File: config.mk
export PLATFORM = sky130hd
export DESIGN_NAME = in_port_fifo
export DESIGN_NICKNAME = d
export VERILOG_FILES = /design/src/rtl/in_port_fifo.sv
export SDC_FILE = /design/constraint.sdc
export NUM_CORES = 1
export LEC_CHECK = 0
export BUFFER_PORTS_ARGS = -buffer_cell sky130_fd_sc_hd__buf_2
export CAP_MARGIN = 20
export CORE_MARGIN = 2
export CORE_UTILIZATION = 45
export DETAILED_ROUTE_END_ITERATION = 7
export GPL_TIMING_DRIVEN = 0
export PLACE_DENSITY = 0.68
export SYNTH_ARGS = -nofsm -noshare
export SYNTH_HDL_FRONTEND = slang
export SYNTH_SLANG_ARGS = --single-unit
export TNS_END_PERCENT = 30
File: constraint.sdc
create_clock -name clk -period 2.65 [get_ports clk]
set_input_delay 0.3975 -clock clk [delete_from_list [all_inputs] [get_ports clk]]
set_output_delay 0.3975 -clock clk [all_outputs]
set_load 0.05 [all_outputs]
File: src/rtl/in_port_fifo.sv
// in_port_fifo: byte-wide input port FIFO for the single-cycle CPU.
// The device side pushes through a valid/ready handshake. The CPU side reads the head
// combinationally (first-word fall-through) and pops it with its IN strobe.
// A status byte of {udf, ovf, full, empty, count} can be read on the same data path.
module in_port_fifo #(
   parameter int WIDTH = 8,
   parameter int DEPTH = 4,
   parameter int CW    = $clog2(DEPTH + 1)
) (
   input  logic             clk,
   input  logic             reset,
   input  logic             dev_valid,
   input  logic [WIDTH-1:0] dev_data,
   output logic             dev_ready,
   input  logic             cpu_rd,
   input  logic             cpu_stat,
   input  logic             err_clr,
   output logic [WIDTH-1:0] rd_data,
   output logic             empty,
   output logic             full,
   output logic [CW-1:0]    count
);

   localparam int AW = $clog2(DEPTH);

   logic [WIDTH-1:0] mem [DEPTH];
   logic [AW-1:0]    wr_ptr;
   logic [AW-1:0]    rd_ptr;
   logic             ovf;
   logic             udf;
   logic             push;
   logic             pop;
   logic             ovf_evt;
   logic             udf_evt;
   logic [3:0]       cnt4;
   logic [WIDTH-1:0] stat;

   // Status flags and the handshake are functions of registered occupancy only,
   // so neither dev_valid nor cpu_rd reaches dev_ready or rd_data combinationally.
   assign empty     = (count == '0);
   assign full      = (count == CW'(DEPTH));
   assign dev_ready = !full;

   assign push    = dev_valid & dev_ready;
   assign pop     = cpu_rd & !cpu_stat & !empty;
   assign ovf_evt = dev_valid & full;
   assign udf_evt = cpu_rd & !cpu_stat & empty;

   // Count is zero-extended or truncated into the low nibble of the status byte.
   assign cnt4 = 4'(count);

   // Read mux: status byte, FIFO head, or zero when the FIFO is empty.
   always_comb begin
      stat      = '0;
      stat[3:0] = cnt4;
      stat[7:4] = {udf, ovf, full, empty};
      if (cpu_stat)
         rd_data = stat;
      else if (empty)
         rd_data = '0;
      else
         rd_data = mem[rd_ptr];
   end

   // Storage write. The array is not cleared on reset, but a byte offered while reset is high is not stored.
   always_ff @(posedge clk) begin
      if (push && !reset)
         mem[wr_ptr] <= dev_data;
   end

   // Pointers, occupancy and the sticky error flags. For the flags, a new error in the same cycle wins over err_clr.
   always_ff @(posedge clk) begin
      if (reset) begin
         wr_ptr <= '0;
         rd_ptr <= '0;
         count  <= '0;
         ovf    <= 1'b0;
         udf    <= 1'b0;
      end else begin
         if (push)
            wr_ptr <= wr_ptr + AW'(1);
         if (pop)
            rd_ptr <= rd_ptr + AW'(1);
         case ({push, pop})
            2'b10:   count <= count + CW'(1);
            2'b01:   count <= count - CW'(1);
            default: count <= count;
         endcase
         if (ovf_evt)
            ovf <= 1'b1;
         else if (err_clr)
            ovf <= 1'b0;
         if (udf_evt)
            udf <= 1'b1;
         else if (err_clr)
            udf <= 1'b0;
      end
   end

endmodule
==> results of run 1 <==
## worst paths after layout
kind                    start        end  cells past startpoint
setup / recovery     count[2]   count[2]                      9
hold / removal    dev_data[7]  mem[2][7]                      1
setup reg to reg     count[2]   count[2]                      9
hold reg to reg           udf        udf                      2
## power breakdown
part	internal [mW]	switching [mW]
sequential	0.759	0.0340
clock	0.185	0.201
combinational	0.147	0.345
## sequential cells by signal (all words and copies together), names as in the netlist, named ones only
register / cells
ovf: 1
count: 3
wr_ptr: 2
rd_ptr: 2
udf: 1
mem: 32
## worst reg2reg max path, delay by kind of cell (launching register included)
family,cells,cell delay (ps)
AND/OR/NAND/NOR,3,750
buffers and inverters,2,220
AO/OA/AOI/OAI,1,160
flip-flops,1,460
adder cells (fa/ha/maj),2,540
XOR/XNOR,1,160
## layout by cell type, fill, tap and decap left out, types with 3 or more instances in the layout
cell / Yosys / layout
clkbuf_8: 0 / 5
inv_1: 7 / 7
mux4_2: 8 / 8
and2_1: 5 / 5
edfxtp_1: 32 / 32
a22o_1: 3 / 3
nor2_1: 6 / 6
dfxtp_1: 11 / 11
a21oi_1: 10 / 10
buf_2: 1 / 28
clkbuf_1: 3 / 5
ha_1: 5 / 5
## per-stage QoR
| stage | worst slack (ps) | hold WS, ps |
|---|---|---|
| 2_1_floorplan | 6.55 | 450 |
| 3_3_place_gp | 385 | 465 |
| 3_5_place_dp | 303 | 479 |
| 4_1_cts | 269 | 314 |
| 5_1_grt | 153 | 309 |
| 6_report | 281 | 327 |
## synthesized netlist by cell type (all sizes together) (2+ instances only)
library cell,n,area share
nor3,3,0.014
ha,5,0.034
nand2b,2,0.0069
edfxtp,32,0.53
a21oi,10,0.028
inv,7,0.014
nand3,2,0.0055
clkbuf,3,0.0062
o21ai,4,0.011
nand2,2,0.0041
buf,2,0.0069
nor2,7,0.016
a22o,4,0.020
and2,5,0.017
or3,2,0.0069
mux4,8,0.099
xor2,2,0.0097
dfxtp,11,0.12
## cells by family (layout without fill, tap and decap cells)
group / count (synthesis) / in the layout / synth area share
DFF: 43 / 43 / 0.651
and+or+nand+nor: 27 / 27 / 0.0869
AOI/OAI and AO/OA: 22 / 22 / 0.0772
buffers and inverters: 13 / 48 / 0.0303
muxes: 8 / 8 / 0.0993
adders and majority gates: 6 / 6 / 0.0455
xor gates and xnor gates: 2 / 2 / 0.00966
## cell type report
cell class / instances / share of cell area
Buffer: 5 / 0.0113
Clock buffer: 7 / 0.0364
Clock inverter: 1 / 0.00238
Inverter: 8 / 0.0149
Multi-Input combinational cell: 65 / 0.278
Sequential cell: 43 / 0.563
Tap cell: 50 / 0.0298
Timing Repair Buffer: 27 / 0.0644
## routing by layer
metal	vias up	GRT usage	wire (um)
met4	0	0.0459	0
met5	-	0	0
met1	528	0.221	1430
met2	24	0.286	1690
li1	519	-	-
met3	0	0.0550	143
==> results.cfg, run 1 <==
[place]
dpl_cell_area_um2 = 2020
place_congestion = 0.665
dp.final_hpwl_mm = 2.35
portBuffers = 27
place_inst = 198

[synth]
postSynthCellCount = 121
synthArstFlopShare = 0
synth.distinct_cells = 33
synth_seq_cells = 43
yosys_warnings = 0
synth_flop_cell = edfxtp_1
netlist_area_um2 = 1810
yosysSeqAreaShare = 0.651
synth_edf_count = 32
synth.avg_cell_area_um2 = 15.0
syn-num-nets = 141

[critical_path]
crit_path_start_kind = flop
r2r_slack_ps = 280
cp_cell_sequence = or3b_1 > buf_2 > nand2_1 > ha_1 > inv_1 > fa_1 > xor2_1 > or3_1 > a21oi_1
end_kind = flop
required_ps = 2860
path_class = reg -> reg
critPathBufInv = 2
cp_slowest_stage_delay_ps = 460
crit_family = simple AND/OR/NAND/NOR gates
worstPathMaxFanout = 6
crit_arrival_ps = 2580
cpMaxStageDelayCell = dfxtp_1

[cts]
cts_resized = 0
cts_hold_buf = 0
cts-root-buf = clkbuf_8
htreeDepth = 2
cts-buffers-inserted = 5
cts_max_path_buffers = 2
cts.sinks = 43
post_cts_buffers = 0
clkTransAtPathRegs_ps = 80
worstSkewPairLatency_ps = 280
cts_tree = done

[run]
maxCapViolations = 0

[final_layout]
seq_area_um2 = 1180
final_util = 0.533
antenna_cells = 0
fin_nets = 175
stdcell_area_um2 = 2100
areaGrowthSynthToFinish_pct = 15.7
fin_cells = 206
multi_input_area_um2 = 584
fillCellCount = 342
drive_gt1_frac = 0.314

[timing]
min_period_ps = 2370
setup_viol = 0
hold_viol = 0
rsz0062_at_grt = no
post-route-period-util = 0.894
tns_ps = 0
clock_skew_ps = 5.07
max_slew.worst_pin.slew_ps = 487
slew_headroom = 0.675
fmaxAchievable_mhz = 422
report.final.slew_viol_count = 0

[routing]
drc = 0
via_per_inst = 5.20
antenna_left = 0
first_pass_iters = 4
avgRoutedWirePerCell_um = 15.8
drtIter0Drc = 40
drt-total-wl_mm = 3.26
num_vias = 1071

[pwr]
peakVddDrop_mv = 0.353
powerDensity_nw_per_um2 = 796
power.total_mw = 1.67
leakagePower_nw = 0.769

[die]
die_h_um = 67.5
die_area_um2 = 4560
core-area_um2 = 3940
die_w_um = 67.5
rows = 23
boundaryPins = 28
start_util = 0.460

[global_routing]
track_usage = 0.173
first_global_vias = 1152
grt_antenna_before_repair = 0
overflow = 0
grt_max_degree = 13
grt_pass1_wl_mm = 5.49

[outcome]
status = completed

[worst_hold_path]
hold_class = in -> reg
Power figures use the tool's default switching activity.
==> run 2: changes to the inputs <==
--- a/config.mk
+++ b/config.mk
@@ -6,8 +6,10 @@
 export NUM_CORES = 1
 export LEC_CHECK = 0
+export ABC_AREA = 0
 export BUFFER_PORTS_ARGS = -buffer_cell sky130_fd_sc_hd__buf_2
 export CAP_MARGIN = 20
 export CORE_MARGIN = 2
 export CORE_UTILIZATION = 45
+export CTS_BUF_LIST = sky130_fd_sc_hd__clkbuf_8
 export DETAILED_ROUTE_END_ITERATION = 7
 export GPL_TIMING_DRIVEN = 0
==> constraint.sdc (replaced) <==
create_clock -name clk -period 2.65 [get_ports clk]
set_input_delay 0.3975 -clock clk [delete_from_list [all_inputs] [get_ports clk]]
set_output_delay 0.3975 -clock clk [all_outputs]
set_load 0.1 [all_outputs]
==> run 2 against run 1 <==
Against the previous run:
- first-iteration DRC count fell by 25%
- highest routed layer is now met4
- sequential cell count did not move
- combinational power increased by 42%
- clock-buffer cell count fell by 2
- maximum frequency up 1.8%
- core utilization increased by 0.63 points
- clock skew shrank 0.56 ps
==> results.cfg, run 2 (same netlist as run 1, synthesis figures left out) <==
[die]
die_h_um = 67.5
rows = 23
boundaryPins = 28
start_util = 0.460
die_w_um = 67.5
die_area_um2 = 4560
core-area_um2 = 3940

[final_layout]
antenna_cells = 0
fin_cells = 206
regMostFlops = mem
fin_nets = 175
reg_top3 = mem: 32 flops, count: 3 flops
most-common-layout-cells = 32 x edfxtp_1, 28 x buf_2, 10 x a21oi_1, 8 x mux4_2, 8 x dfxtp_1
areaGrowthSynthToFinish_pct = 17.1
largest_reg_flops = 32
drive_gt1_frac = 0.353
stdcell_area_um2 = 2120
layout_commonest_cell = edfxtp_1
final_util = 0.539

[cts]
htreeDepth = 2
cts-root-buf = clkbuf_8
cts_tree = done
cts_max_path_buffers = 2
post_cts_buffers = 0
cts_resized = 0
clkTransAtPathRegs_ps = 80
cts.sinks = 43
cts-buffers-inserted = 5
cts_hold_buf = 0
worstSkewPairLatency_ps = 290

[critical_path]
worstPathMaxFanout = 8
path_class = reg -> out
end_kind = output pin
required_ps = 2250
crit_arrival_ps = 1930
crit_path_start_kind = flop
r2r_slack_ps = 360

[pwr]
p_switching_mw = 0.809
comb_power_share = 0.367
peakVddDrop_mv = 0.345
powerDensity_nw_per_um2 = 894
power_frac_clock = 0.213
power_switching_share = 0.426
power.total_mw = 1.90
power_frac_seq = 0.420
p_int_mw = 1.09
leakagePower_nw = 0.770

[timing]
clock_skew_ps = 4.50
rsz0062_at_grt = no
post-route-period-util = 0.878
setup_viol = 0
min_period_ps = 2330
whs_ps = 322
setup_ws_ps = 323
fmaxAchievable_mhz = 430
max_slew.worst_pin.slew_ps = 493
report.final.slew_viol_count = 0
tns_ps = 0
hold_viol = 0
slew_headroom = 0.673

[routing]
first_pass_iters = 4
num_vias = 1060
drt-total-wl_mm = 3.28
via_per_inst = 5.15
drc = 0
drtIter0Drc = 30
avgRoutedWirePerCell_um = 15.9
antenna_left = 0

[place]
portBuffers = 27
dp.final_hpwl_mm = 2.43
pre_cts_ws_ps = 355
dpl_cell_area_um2 = 2040
place_inst = 198
place_congestion = 0.700

[global_routing]
grt_max_degree = 15
first_global_vias = 1081
grt_antenna_before_repair = 0
track_usage = 0.161
overflow = 0
grt_pass1_wl_mm = 5.20

[worst_hold_path]
hold_class = in -> reg

[outcome]
status = completed

[run]
maxCapViolations = 0
run 2: cell types whose count changed in the layout (fill, tap and decap cells not counted), moves of 2 or more:
cell        previous run  this run
dfxtp_1               11         8
clkbuf_1               5         3
clkinvlp_4             0         2
dfxtp_4                0         2
run 2: cell type report:
cell class | count | area [um^2]
Clock buffer | 5 | 68.8
Tap cell | 50 | 62.6
Timing Repair Buffer | 27 | 135
Inverter | 8 | 35.0
Sequential cell | 43 | 1190
Buffer | 5 | 23.8
Multi-Input combinational cell | 65 | 589
Clock inverter | 3 | 20.0
Fill cell | 321 | 1820
run 2: final timing paths:
kind                                   from         end  cells past startpoint
worst max-delay path                   flop  rd_data[5]                      5
worst max register to register     count[0]    count[2]                      9
worst min-delay path            dev_data[4]   mem[0][4]                      1
worst min register to register          udf         udf                      2
run 2: metal layers:
metal	wire length [um]	part of all wire	vias to the layer above	track usage
met5	0	0	-	0
met4	12	0.0037	0	0.0459
met3	141	0.043	2	0.0517
met2	1690	0.52	25	0.276
met1	1440	0.44	517	0.194
li1	-	-	516	-
run 2: power groups by stage:
stage	clock, mW	combinational, mW	sequential (mW)
3_5_place_dp	0	0.699	0.814
6_report	0.405	0.697	0.798
2_1_floorplan	0	0.522	0.880
3_3_place_gp	0	0.691	0.809
5_1_grt	0.446	0.733	0.804
4_1_cts	0.413	0.700	0.799
run 2: worst max-delay path, stage by stage (launching register included):
cell      delay [ps]
dfxtp_1          310
clkbuf_1         380
mux4_2           310
nor2_1            50
nor3_2           150
buf_2            440
==> run 3: changes to the inputs <==
PLACE_DENSITY = unset   (was 0.68)
PLACE_DENSITY_LB_ADDON = 0.25   (was unset)
==> run 3 against run 2 <==
Against the previous run:
- sequential power about the same
- final cell count stayed put
- sequential share of layout area fell by 0.13 points
- combinational power is 0.9% higher
- via count increased by 4.5%
- critical path type unchanged
- largest cell class unchanged
- clock power is 2% higher
- non-clock buffer count stayed put
- sequential cell count unchanged
- global-route usage grew 0.78 points
- final area increased by 0.24%
- core utilization up 0.13 points
- clock-buffer cell count unchanged
==> results.cfg, run 3 (same netlist as run 1, synthesis figures left out) <==
[outcome]
status = completed

[timing]
tns_ps = 0
report.final.slew_viol_count = 0
setup_viol = 0
min_period_ps = 2360
rsz0062_at_grt = no
hold_viol = 0
clock_skew_ps = 9.36
post-route-period-util = 0.889
max_slew.worst_pin.slew_ps = 529
fmaxAchievable_mhz = 424
whs_ps = 316
slew_headroom = 0.647

[critical_path]
worstPathMaxFanout = 8
end_kind = output pin
path_class = reg -> out
cpMaxStageDelayCell = buf_2
r2r_cells = 9
crit_path_start_kind = flop
cp_cell_sequence = clkbuf_1 > mux4_2 > nor2_1 > nor3_2 > buf_2
crit_family = buffers and inverters
critPathBufInv = 2
cp_slowest_stage_delay_ps = 440
crit_arrival_ps = 1960
required_ps = 2250
path_depth = 5

[pwr]
leakagePower_nw = 0.774
comb_power_share = 0.367
power_frac_seq = 0.416
powerDensity_nw_per_um2 = 899
p_int_mw = 1.10
power_frac_clock = 0.216
p_switching_mw = 0.818
power_switching_share = 0.427
peakVddDrop_mv = 0.360

[final_layout]
fin_nets = 175
fillCellCount = 342
largest_reg_flops = 32
drive_gt1_frac = 0.353
regMostFlops = mem
reg_top3 = mem: 32 flops, count: 3 flops
layout_commonest_cell = edfxtp_1
antenna_cells = 0
most-common-layout-cells = 32 x edfxtp_1, 28 x buf_2, 10 x a21oi_1, 8 x mux4_2, 8 x dfxtp_1
areaGrowthSynthToFinish_pct = 17.4

[die]
die_w_um = 67.5
die_h_um = 67.5
core-area_um2 = 3940
rows = 23
die_area_um2 = 4560
boundaryPins = 28
start_util = 0.460

[cts]
cts-root-buf = clkbuf_8
cts_max_path_buffers = 2
cts.sinks = 43
clkTransAtPathRegs_ps = 90
cts_tree = done
cts_hold_buf = 0
cts-buffers-inserted = 5
worstSkewPairLatency_ps = 290
htreeDepth = 2
post_cts_buffers = 0
cts_resized = 0

[routing]
via_per_inst = 5.38
num_vias = 1108
drt-total-wl_mm = 3.40
antenna_left = 0
drtIter0Drc = 40
first_pass_iters = 6
drc = 0
avgRoutedWirePerCell_um = 16.5

[global_routing]
grt_pass1_wl_mm = 5.35
overflow = 0
track_usage = 0.169
grt_antenna_before_repair = 0
grt.busiest_layer = met2
first_global_vias = 1083
use_met3 = 0.0450
met1_usage = 0.215
grt_use_met2 = 0.260
grt_max_degree = 16

[run]
maxCapViolations = 0

[place]
portBuffers = 27
dp.final_hpwl_mm = 2.37
place_congestion = 0.694

[worst_hold_path]
holdPathStages = 1
hold_class = in -> reg
==> run 3: final cells by class <==
cell class	count	area [um^2]	area share
clock buffers	5	68.8	0.0323
multi-input cells	65	589	0.277
flip-flops and latches	43	1190	0.559
inverters	8	35.0	0.0165
clock inverters	3	25.0	0.0118
repair buffers	27	135	0.0635
well taps	50	62.6	0.0294
plain buffers	5	23.8	0.0112
==> run 3: through the flow <==
step                cell area [um^2]  setup WS, ps  power (mW)  std cells  utilization
finish                          2130           293        1.91        206        0.540
global route                    2130          97.3        2.00        206        0.540
CTS                             2130           247        1.93        206        0.540
detailed placement              2040           383        1.52        198        0.516
global placement                2040           425        1.50        198        0.516
floorplan                       1840          2.79        1.40        121            -
==> run 3: final timing paths <==
check              startpoint         end  slack, ps
setup / recovery         flop  rd_data[5]        290
hold / removal    dev_data[3]   mem[3][3]        320
setup reg to reg     count[0]    count[2]        320
hold reg to reg           udf         udf        480
==> run 3: power groups by stage <==
stage	sequential (mW)	combinational [mW]	clock (mW)
floorplan	0.880	0.522	0
global placement	0.809	0.695	0
detailed placement	0.812	0.705	0
CTS	0.796	0.708	0.425
global route	0.801	0.743	0.457
finish	0.797	0.703	0.414
==> run 3: per-layer routing <==
layer / vias up / part of all wire
met5: - / 0
met2: 40 / 0.49
li1: 526 / -
met4: 0 / 0.017
met1: 536 / 0.44
met3: 6 / 0.051
